**src/rtl/if_pc_gen_pkg.sv**
```systemverilog
// Shared types and constants for the instruction-fetch front end.
// Holds the fetch FSM encoding and the slot-selection helper.
package if_pc_gen_pkg;

  localparam int          InstBus      = 32;
  localparam int          FetchBus     = 64;
  localparam logic [31:0] ZeroWord     = 32'h0000_0000;
  localparam logic        Stop         = 1'b1;
  localparam logic [31:0] RESET_PC_DEF = 32'h0000_0000;

  typedef enum logic [1:0] {
    IF_REQ  = 2'd0,
    IF_WAIT = 2'd1,
    IF_HOLD = 2'd2
  } if_state_e;

  typedef struct packed {
    logic [1:0]         valid;
    logic [InstBus-1:0] inst0;
    logic [InstBus-1:0] inst1;
  } fetch_slots_t;

  // An odd-word pc only owns the upper half of the fetched doubleword.
  function automatic fetch_slots_t pick_slots(input logic odd,
                                              input logic [FetchBus-1:0] data);
    fetch_slots_t s;
    if (odd) begin
      s.valid = 2'b01;
      s.inst0 = data[63:32];
      s.inst1 = ZeroWord;
    end else begin
      s.valid = 2'b11;
      s.inst0 = data[31:0];
      s.inst1 = data[63:32];
    end
    return s;
  endfunction

endpackage

```
**src/rtl/if_pc_gen_if.sv**
```systemverilog
// Instruction-memory fetch bus: valid/ready request channel, valid-only response.
interface if_pc_gen_if import if_pc_gen_pkg::*; #(parameter int ADDR_W = 32) ();

  logic                ireq_valid;
  logic [ADDR_W-1:0]   ireq_addr;
  logic                ireq_ready;
  logic                irsp_valid;
  logic [FetchBus-1:0] irsp_data;

  modport master (output ireq_valid, ireq_addr,
                  input  ireq_ready, irsp_valid, irsp_data);
  modport slave  (input  ireq_valid, ireq_addr,
                  output ireq_ready, irsp_valid, irsp_data);

endinterface

```
**src/rtl/if_pc_gen_redirect_mux.sv**
```systemverilog
// Next-pc priority select: exception flush, then taken branch, then sequential.
module if_redirect_mux #(
  parameter int ADDR_W = 32
) (
  input  logic              flush_i,
  input  logic [ADDR_W-1:0] new_pc_i,
  input  logic              branch_flag_i,
  input  logic [ADDR_W-1:0] branch_target_i,
  input  logic [ADDR_W-1:0] pc_i,
  input  logic              advance_i,
  output logic [ADDR_W-1:0] pc_next_o,
  output logic              redirect_o
);

  assign redirect_o = flush_i | branch_flag_i;

  // Sequential step re-aligns to the doubleword, so +4 and +8 share one adder.
  always_comb begin
    if (flush_i)            pc_next_o = new_pc_i;
    else if (branch_flag_i) pc_next_o = branch_target_i;
    else if (advance_i)     pc_next_o = {pc_i[ADDR_W-1:3], 3'b000} + ADDR_W'(8);
    else                    pc_next_o = pc_i;
  end

endmodule

```
**src/rtl/if_pc_gen.sv**
```systemverilog
// PC generation and fetch FSM; issues doubleword fetches and builds the
// two-slot fetch packet for the IF/ID register.
module if_pc_gen import if_pc_gen_pkg::*; #(
  parameter int                ADDR_W   = 32,
  parameter logic [ADDR_W-1:0] RESET_PC = RESET_PC_DEF
) (
  input  logic                clk,
  input  logic                rst_n,
  input  logic                stall_i,
  input  logic                flush_i,
  input  logic [ADDR_W-1:0]   new_pc_i,
  input  logic                branch_flag_i,
  input  logic [ADDR_W-1:0]   branch_target_i,
  if_pc_gen_if.master         imem,
  output logic [1:0]          pkt_valid_o,
  output logic [ADDR_W-1:0]   pkt_pc_o,
  output logic [InstBus-1:0]  pkt_inst0_o,
  output logic [InstBus-1:0]  pkt_inst1_o
);

  if_state_e           state_q, state_d;
  logic [ADDR_W-1:0]   pc_q, pc_d;
  logic                discard_q, discard_d;
  logic [FetchBus-1:0] hold_q, hold_d;
  logic [1:0]          pkt_valid_q, pkt_valid_d;
  logic [ADDR_W-1:0]   pkt_pc_q, pkt_pc_d;
  logic [InstBus-1:0]  pkt_inst0_q, pkt_inst0_d;
  logic [InstBus-1:0]  pkt_inst1_q, pkt_inst1_d;

  logic                fire, redirect, load, stalled;
  logic [FetchBus-1:0] load_data;
  fetch_slots_t        slots;

  assign stalled         = (stall_i == Stop);
  assign imem.ireq_valid = rst_n && (state_q == IF_REQ);
  assign imem.ireq_addr  = {pc_q[ADDR_W-1:3], 3'b000};
  assign fire            = imem.ireq_valid & imem.ireq_ready;

  if_redirect_mux #(.ADDR_W(ADDR_W)) u_redirect_mux (
    .flush_i         (flush_i),
    .new_pc_i        (new_pc_i),
    .branch_flag_i   (branch_flag_i),
    .branch_target_i (branch_target_i),
    .pc_i            (pc_q),
    .advance_i       (load),
    .pc_next_o       (pc_d),
    .redirect_o      (redirect)
  );

  // NOTE: every signal written here gets a default first, so no latches are inferred.
  always_comb begin
    state_d   = state_q;
    discard_d = discard_q;
    hold_d    = hold_q;
    load      = 1'b0;
    load_data = hold_q;
    unique case (state_q)
      IF_REQ: begin
        // A request accepted alongside a redirect fetches the stale pc.
        if (fire) begin
          state_d = IF_WAIT;
          if (redirect) discard_d = 1'b1;
        end
      end
      IF_WAIT: begin
        if (imem.irsp_valid) begin
          if (discard_q || redirect) begin
            discard_d = 1'b0;
            state_d   = IF_REQ;
          end else if (!stalled) begin
            load      = 1'b1;
            load_data = imem.irsp_data;
            state_d   = IF_REQ;
          end else begin
            hold_d  = imem.irsp_data;
            state_d = IF_HOLD;
          end
        end else if (redirect) begin
          discard_d = 1'b1;
        end
      end
      IF_HOLD: begin
        if (redirect) begin
          state_d = IF_REQ;
        end else if (!stalled) begin
          load    = 1'b1;
          state_d = IF_REQ;
        end
      end
      default: state_d = IF_REQ;
    endcase
  end

  always_comb begin
    slots       = pick_slots(pc_q[2], load_data);
    pkt_valid_d = pkt_valid_q;
    pkt_pc_d    = pkt_pc_q;
    pkt_inst0_d = pkt_inst0_q;
    pkt_inst1_d = pkt_inst1_q;
    if (redirect) begin
      pkt_valid_d = 2'b00;
    end else if (load) begin
      pkt_valid_d = slots.valid;
      pkt_pc_d    = pc_q;
      pkt_inst0_d = slots.inst0;
      pkt_inst1_d = slots.inst1;
    end else if (!stalled) begin
      pkt_valid_d = 2'b00;
    end
  end

  // NOTE: state flops use non-blocking assignments so every flop samples pre-edge values.
  always_ff @(posedge clk) begin
    if (!rst_n) begin
      state_q     <= IF_REQ;
      pc_q        <= RESET_PC;
      discard_q   <= 1'b0;
      pkt_valid_q <= 2'b00;
      pkt_pc_q    <= '0;
      pkt_inst0_q <= ZeroWord;
      pkt_inst1_q <= ZeroWord;
    end else begin
      state_q     <= state_d;
      pc_q        <= pc_d;
      discard_q   <= discard_d;
      pkt_valid_q <= pkt_valid_d;
      pkt_pc_q    <= pkt_pc_d;
      pkt_inst0_q <= pkt_inst0_d;
      pkt_inst1_q <= pkt_inst1_d;
    end
  end

  // NOTE: the hold buffer is plain data, left unreset; it is only read after HOLD wrote it.
  always_ff @(posedge clk) begin
    hold_q <= hold_d;
  end

  assign pkt_valid_o = pkt_valid_q;
  assign pkt_pc_o    = pkt_pc_q;
  assign pkt_inst0_o = pkt_inst0_q;
  assign pkt_inst1_o = pkt_inst1_q;

endmodule

```
**src/flat_wrapper.sv**
```systemverilog
// flat-port wrapper written by rule: the top's interface ports become plain ports
module if_pc_gen_flat import if_pc_gen_pkg::*;
#(
  parameter int                ADDR_W   = 32,
  parameter logic [ADDR_W-1:0] RESET_PC = RESET_PC_DEF
)
  (clk, rst_n, stall_i, flush_i, new_pc_i, branch_flag_i, branch_target_i, pkt_valid_o, pkt_pc_o, pkt_inst0_o, pkt_inst1_o, imem_ireq_valid, imem_ireq_addr, imem_ireq_ready, imem_irsp_valid, imem_irsp_data);
  if_pc_gen_if #(.ADDR_W(ADDR_W)) imem_i ();
  input  logic clk;
  input  logic rst_n;
  input  logic stall_i;
  input  logic flush_i;
  input  logic [ADDR_W-1:0] new_pc_i;
  input  logic branch_flag_i;
  input  logic [ADDR_W-1:0] branch_target_i;
  output logic [1:0] pkt_valid_o;
  output logic [ADDR_W-1:0] pkt_pc_o;
  output logic [InstBus-1:0] pkt_inst0_o;
  output logic [InstBus-1:0] pkt_inst1_o;
  output wire logic [$bits(imem_i.ireq_valid)-1:0] imem_ireq_valid;
  output wire logic [$bits(imem_i.ireq_addr)-1:0] imem_ireq_addr;
  input wire logic [$bits(imem_i.ireq_ready)-1:0] imem_ireq_ready;
  input wire logic [$bits(imem_i.irsp_valid)-1:0] imem_irsp_valid;
  input wire logic [$bits(imem_i.irsp_data)-1:0] imem_irsp_data;
  assign imem_ireq_valid = imem_i.ireq_valid;
  assign imem_ireq_addr = imem_i.ireq_addr;
  assign imem_i.ireq_ready = imem_ireq_ready;
  assign imem_i.irsp_valid = imem_irsp_valid;
  assign imem_i.irsp_data = imem_irsp_data;
  if_pc_gen #(.ADDR_W(ADDR_W), .RESET_PC(RESET_PC)) u_core (.clk(clk), .rst_n(rst_n), .stall_i(stall_i), .flush_i(flush_i), .new_pc_i(new_pc_i), .branch_flag_i(branch_flag_i), .branch_target_i(branch_target_i), .imem(imem_i), .pkt_valid_o(pkt_valid_o), .pkt_pc_o(pkt_pc_o), .pkt_inst0_o(pkt_inst0_o), .pkt_inst1_o(pkt_inst1_o));
endmodule
```
**config.mk**
```make
export PLATFORM = sky130hd
export DESIGN_NAME = if_pc_gen_flat
export DESIGN_NICKNAME = d
export VERILOG_FILES = /design/src/rtl/if_pc_gen_pkg.sv /design/src/rtl/if_pc_gen_if.sv /design/src/rtl/if_pc_gen_redirect_mux.sv /design/src/rtl/if_pc_gen.sv /design/src/flat_wrapper.sv
export SDC_FILE = /design/constraint.sdc
export NUM_CORES = 1
export LEC_CHECK = 0
export CAP_MARGIN = 40
export CORE_ASPECT_RATIO = 1.4
export CORE_MARGIN = 5
export CORE_UTILIZATION = 45
export CTS_CLUSTER_SIZE = 25
export DETAILED_ROUTE_END_ITERATION = 12
export PLACE_DENSITY = 0.76
export SYNTH_ARGS = -nofsm -noshare
export SYNTH_HDL_FRONTEND = slang
export SYNTH_SLANG_ARGS = --single-unit
```
**constraint.sdc**
```tcl
create_clock -name clk -period 6.8 [get_ports clk]
set_clock_uncertainty 0.2 [all_clocks]
set_input_delay 0.68 -clock clk [delete_from_list [all_inputs] [get_ports clk]]
set_output_delay 0.68 -clock clk [all_outputs]
set_load 0.05 [all_outputs]
```
==> impl_metrics.yaml <==
logic_synthesis:
  ys_types: 62
  syn-cell-area_um2: 9040
  synth_common_cells: "nand2_1 (163), dfxtp_1 (133), edfxtp_1 (64)"
  synth.ff_latch_count: 197
  syn_avg_cell_area_um2: 10.3
  seq_area_frac_synth_pct: 50.7
  synth_edf_count: 64
  synth_top_area_cell: "dfxtp_1"
  synth.most_common_cell: "nand2_1"
  yosys_warnings: 0
  postSynth.asyncResetShare_pct: 0
  ys.flop_type: "dfxtp_1"
  yosysTopAreaCellShare_pct: 29.4
  synth_area_leaders: "dfxtp_1 (29%), edfxtp_1 (21%), mux4_2 (8.0%)"
  syn_inst: 880
worst_setup_path:
  endpoint: "u_core.pkt_inst1_o[0]"
  crit_family: "simple AND/OR/NAND/NOR gates"
  crit_required_ns: 6.95
  regToRegEndpoint: "u_core.pkt_inst1_o[0]"
  path_class: "in2reg"
  critPathMostFrequentCell: "buf_4"
  cp-start-kind: "input pin"
  path_depth: 8
  crit_path_max_fanout: 37
  worst_path_max_delay_cell: "nor2_4"
  max_stage_delay_ns: 0.70
  r2r_setup_slack_ns: 3.81
  cp-end-kind: "register"
  reg2reg_from: "u_core.state_q[0]"
  critPathArrivalTime_ns: 3.38
  crit_chain: "clkdlybuf4s50_1 > buf_4 > nor4b_1 > o21ai_4 > buf_4 > nor2_4 > a22oi_1 > nor2_1"
  setup.worst_path.start: "branch_flag_i"
  reg2reg_depth: 8
  cp_num_buf_inv: 3
detailed_routing:
  routedWlPerCell_um: 20.3
  wirelength_um: 27400
  ant_nets: 0
  drtPass1Iterations: 5
  route.vias.total: 7673
  via_per_inst: 5.68
  drc: 0
  drtIter0Drc: 550
clocking:
  cts_resized: 0
  tritoncts: "built"
  cts_num_sinks: 197
  clockRootBuffer: "clkbuf_16"
  holdBufCountCts: 0
  clock_path_buffers: 2
  ctsHtreeMaxLevel: 4
  clkTransAtPathRegs_ns: 0.07
  post_cts_buffers: 0
  clk_latency_ns: 0.43
  cts_buffers: 17
sta:
  max_freq_mhz: 310
  tns_ns: 0
  fin_crit_sh_pct: 47.4
  worst_slew_pin_slew_ns: 0.850
  max_slew_margin_pct: 43.2
  hold_viol: 0
  grt_setup_unrepaired: "false"
  worst_slack_ns: 3.58
  timing.final.max_slew_violations: 0
  finalSetupViolCount: 0
  timing.final.crit_period_ns: 3.22
floorplanning:
  die_height_um: 178
  die_w_um: 130
  fp-row-count: 61
  core-area_um2: 19800
  num_io_pins: 266
  initial_core_util_pct: 45.6
  die-area_um2: 23100
placement:
  place_ws_ns: 3.06
  numPortBuffers: 262
  dpl.hpwl_um: 19500
  place.gp.congestion: 0.922
  dp_cells: 1317
  placed_area_um2: 11700
global_routing:
  grt_max_degree: 59
  grt_pass1_vias: 7690
  grtUsageTotal_pct: 23.2
  grt_first_pass_wirelength_um: 41600
  grt_overflow: 0
  antenna_found_initial: 0
final_layout:
  fillers: 1691
  design_area_um2: 12300
  drive_gt1_share_pct: 11.4
  layoutNonFillerInstCount: 1350
  utilization_pct: 62.0
  area_growth_pct: 36.0
  fin_nets: 1224
power_and_ir_drop:
  p_per_area_nw_per_um2: 210
  p_leak_nw: 4.37
  ir_worst_vdd_uv: 145
job:
  max_cap_viol_count: 0
worst_hold_path:
  worst_hold_path_type: "reg2reg"
run_status:
  status: "finished clean"
worst reg2reg max path, stage by stage, from the launching register on:
cell and delay (ns):
dfxtp_1 0.36, inv_1 0.09, ha_1 0.30, nor4b_1 0.50, o21ai_4 0.17, buf_4 0.30, nor2_4 0.70, a22oi_1 0.16
nor2_1 0.14
layer usage:
metal	up-vias	part of all wire [%]	GRT usage, %
li1	3610	-	-
met1	3718	38	26.5
met2	300	53	41.9
met3	45	6.7	5.09
met4	0	2.8	8.71
met5	-	0	0
state kept, by name, summed over array words and instances, names as in the netlist:
| signal | cells |
|---|---|
| u_core.pkt_pc_o | 32 |
| u_core.pkt_inst1_o | 32 |
| u_core.state_q | 2 |
| u_core.discard_q | 1 |
| u_core.pc_q | 32 |
| u_core.pkt_valid_o | 2 |
| u_core.pkt_inst0_o | 32 |
| u_core.hold_q | 64 |
per-stage QoR:
stage	power (mW)	hold WS (ns)
floorplan	1.46	0.232
global placement	1.59	0.240
finish	2.58	0.253
CTS	2.60	0.257
detailed placement	1.61	0.246
global route	2.67	0.272
final cells by class:
class | count | area [um^2] | share of cell area, %
flip-flops and latches | 197 | 4590 | 37.3
inverters | 10 | 37.5 | 0.305
multi-input cells | 579 | 3940 | 32.0
well taps | 252 | 315 | 2.56
clock buffers | 18 | 439 | 3.57
diodes | 1 | 2.50 | 0.0203
repair buffers | 279 | 2840 | 23.1
clock inverters | 14 | 143 | 1.16
worst min-delay path by stage:
stage | startpoint | end | slack, ns | cells after the start
detailed placement | u_core.pkt_inst0_o[18] | u_core.pkt_inst0_o[18] | 0.25 | 2
CTS | u_core.pkt_inst0_o[14] | u_core.pkt_inst0_o[14] | 0.26 | 2
global placement | u_core.pkt_inst0_o[13] | u_core.pkt_inst0_o[13] | 0.24 | 2
floorplan | u_core.pc_q[0] | u_core.pkt_pc_o[0] | 0.23 | 2
finish | u_core.pkt_inst0_o[23] | u_core.pkt_inst0_o[23] | 0.25 | 2
global route | u_core.pkt_pc_o[14] | u_core.pkt_pc_o[14] | 0.27 | 2
report_power, final:
group	leakage (nW)	switching [mW]	internal, mW	total [mW]
logic	2.43	0.161	0.157	0.318
registers	1.65	0.0291	1.23	1.26
clock network	0.284	0.476	0.527	1.00
layout by cell type, fill, tap and decap left out, types with 3 or more instances in the layout:
cell,n
clkdlybuf4s50_1,261
nand2_1,163
dfxtp_1,132
edfxtp_1,64
a21oi_1,52
nor2_1,46
a22oi_1,41
nand3_1,40
mux2_2,32
mux4_2,32
o21ai_0,24
clkbuf_16,17
buf_4,12
and3_1,11
nand4_1,9
mux2i_1,9
inv_1,8
o221ai_1,8
xnor2_1,7
nor3_1,7
o211ai_1,6
a31oi_1,6
nor2b_1,5
a211oi_1,5
a221oi_1,5
o211a_1,5
ha_1,5
and4_1,4
nor4_1,4
a22o_1,4
buf_16,4
and2_1,3
a221o_1,3
a311oi_1,3
o22ai_1,3
conb_1,3
clkinv_2,3
inv_6,3
cell families after synthesis:
family	Yosys count	synth area share, %
DFF	197	50.7
adders and majority gates	5	0.692
buffers and inverters	106	6.23
muxes	73	12.9
AOI/OAI and AO/OA	184	13.7
xor gates and xnor gates	8	0.775
and+or+nand+nor	306	14.9
other	1	0.0415
No activity file was read; power rests on OpenSTA's default activity.
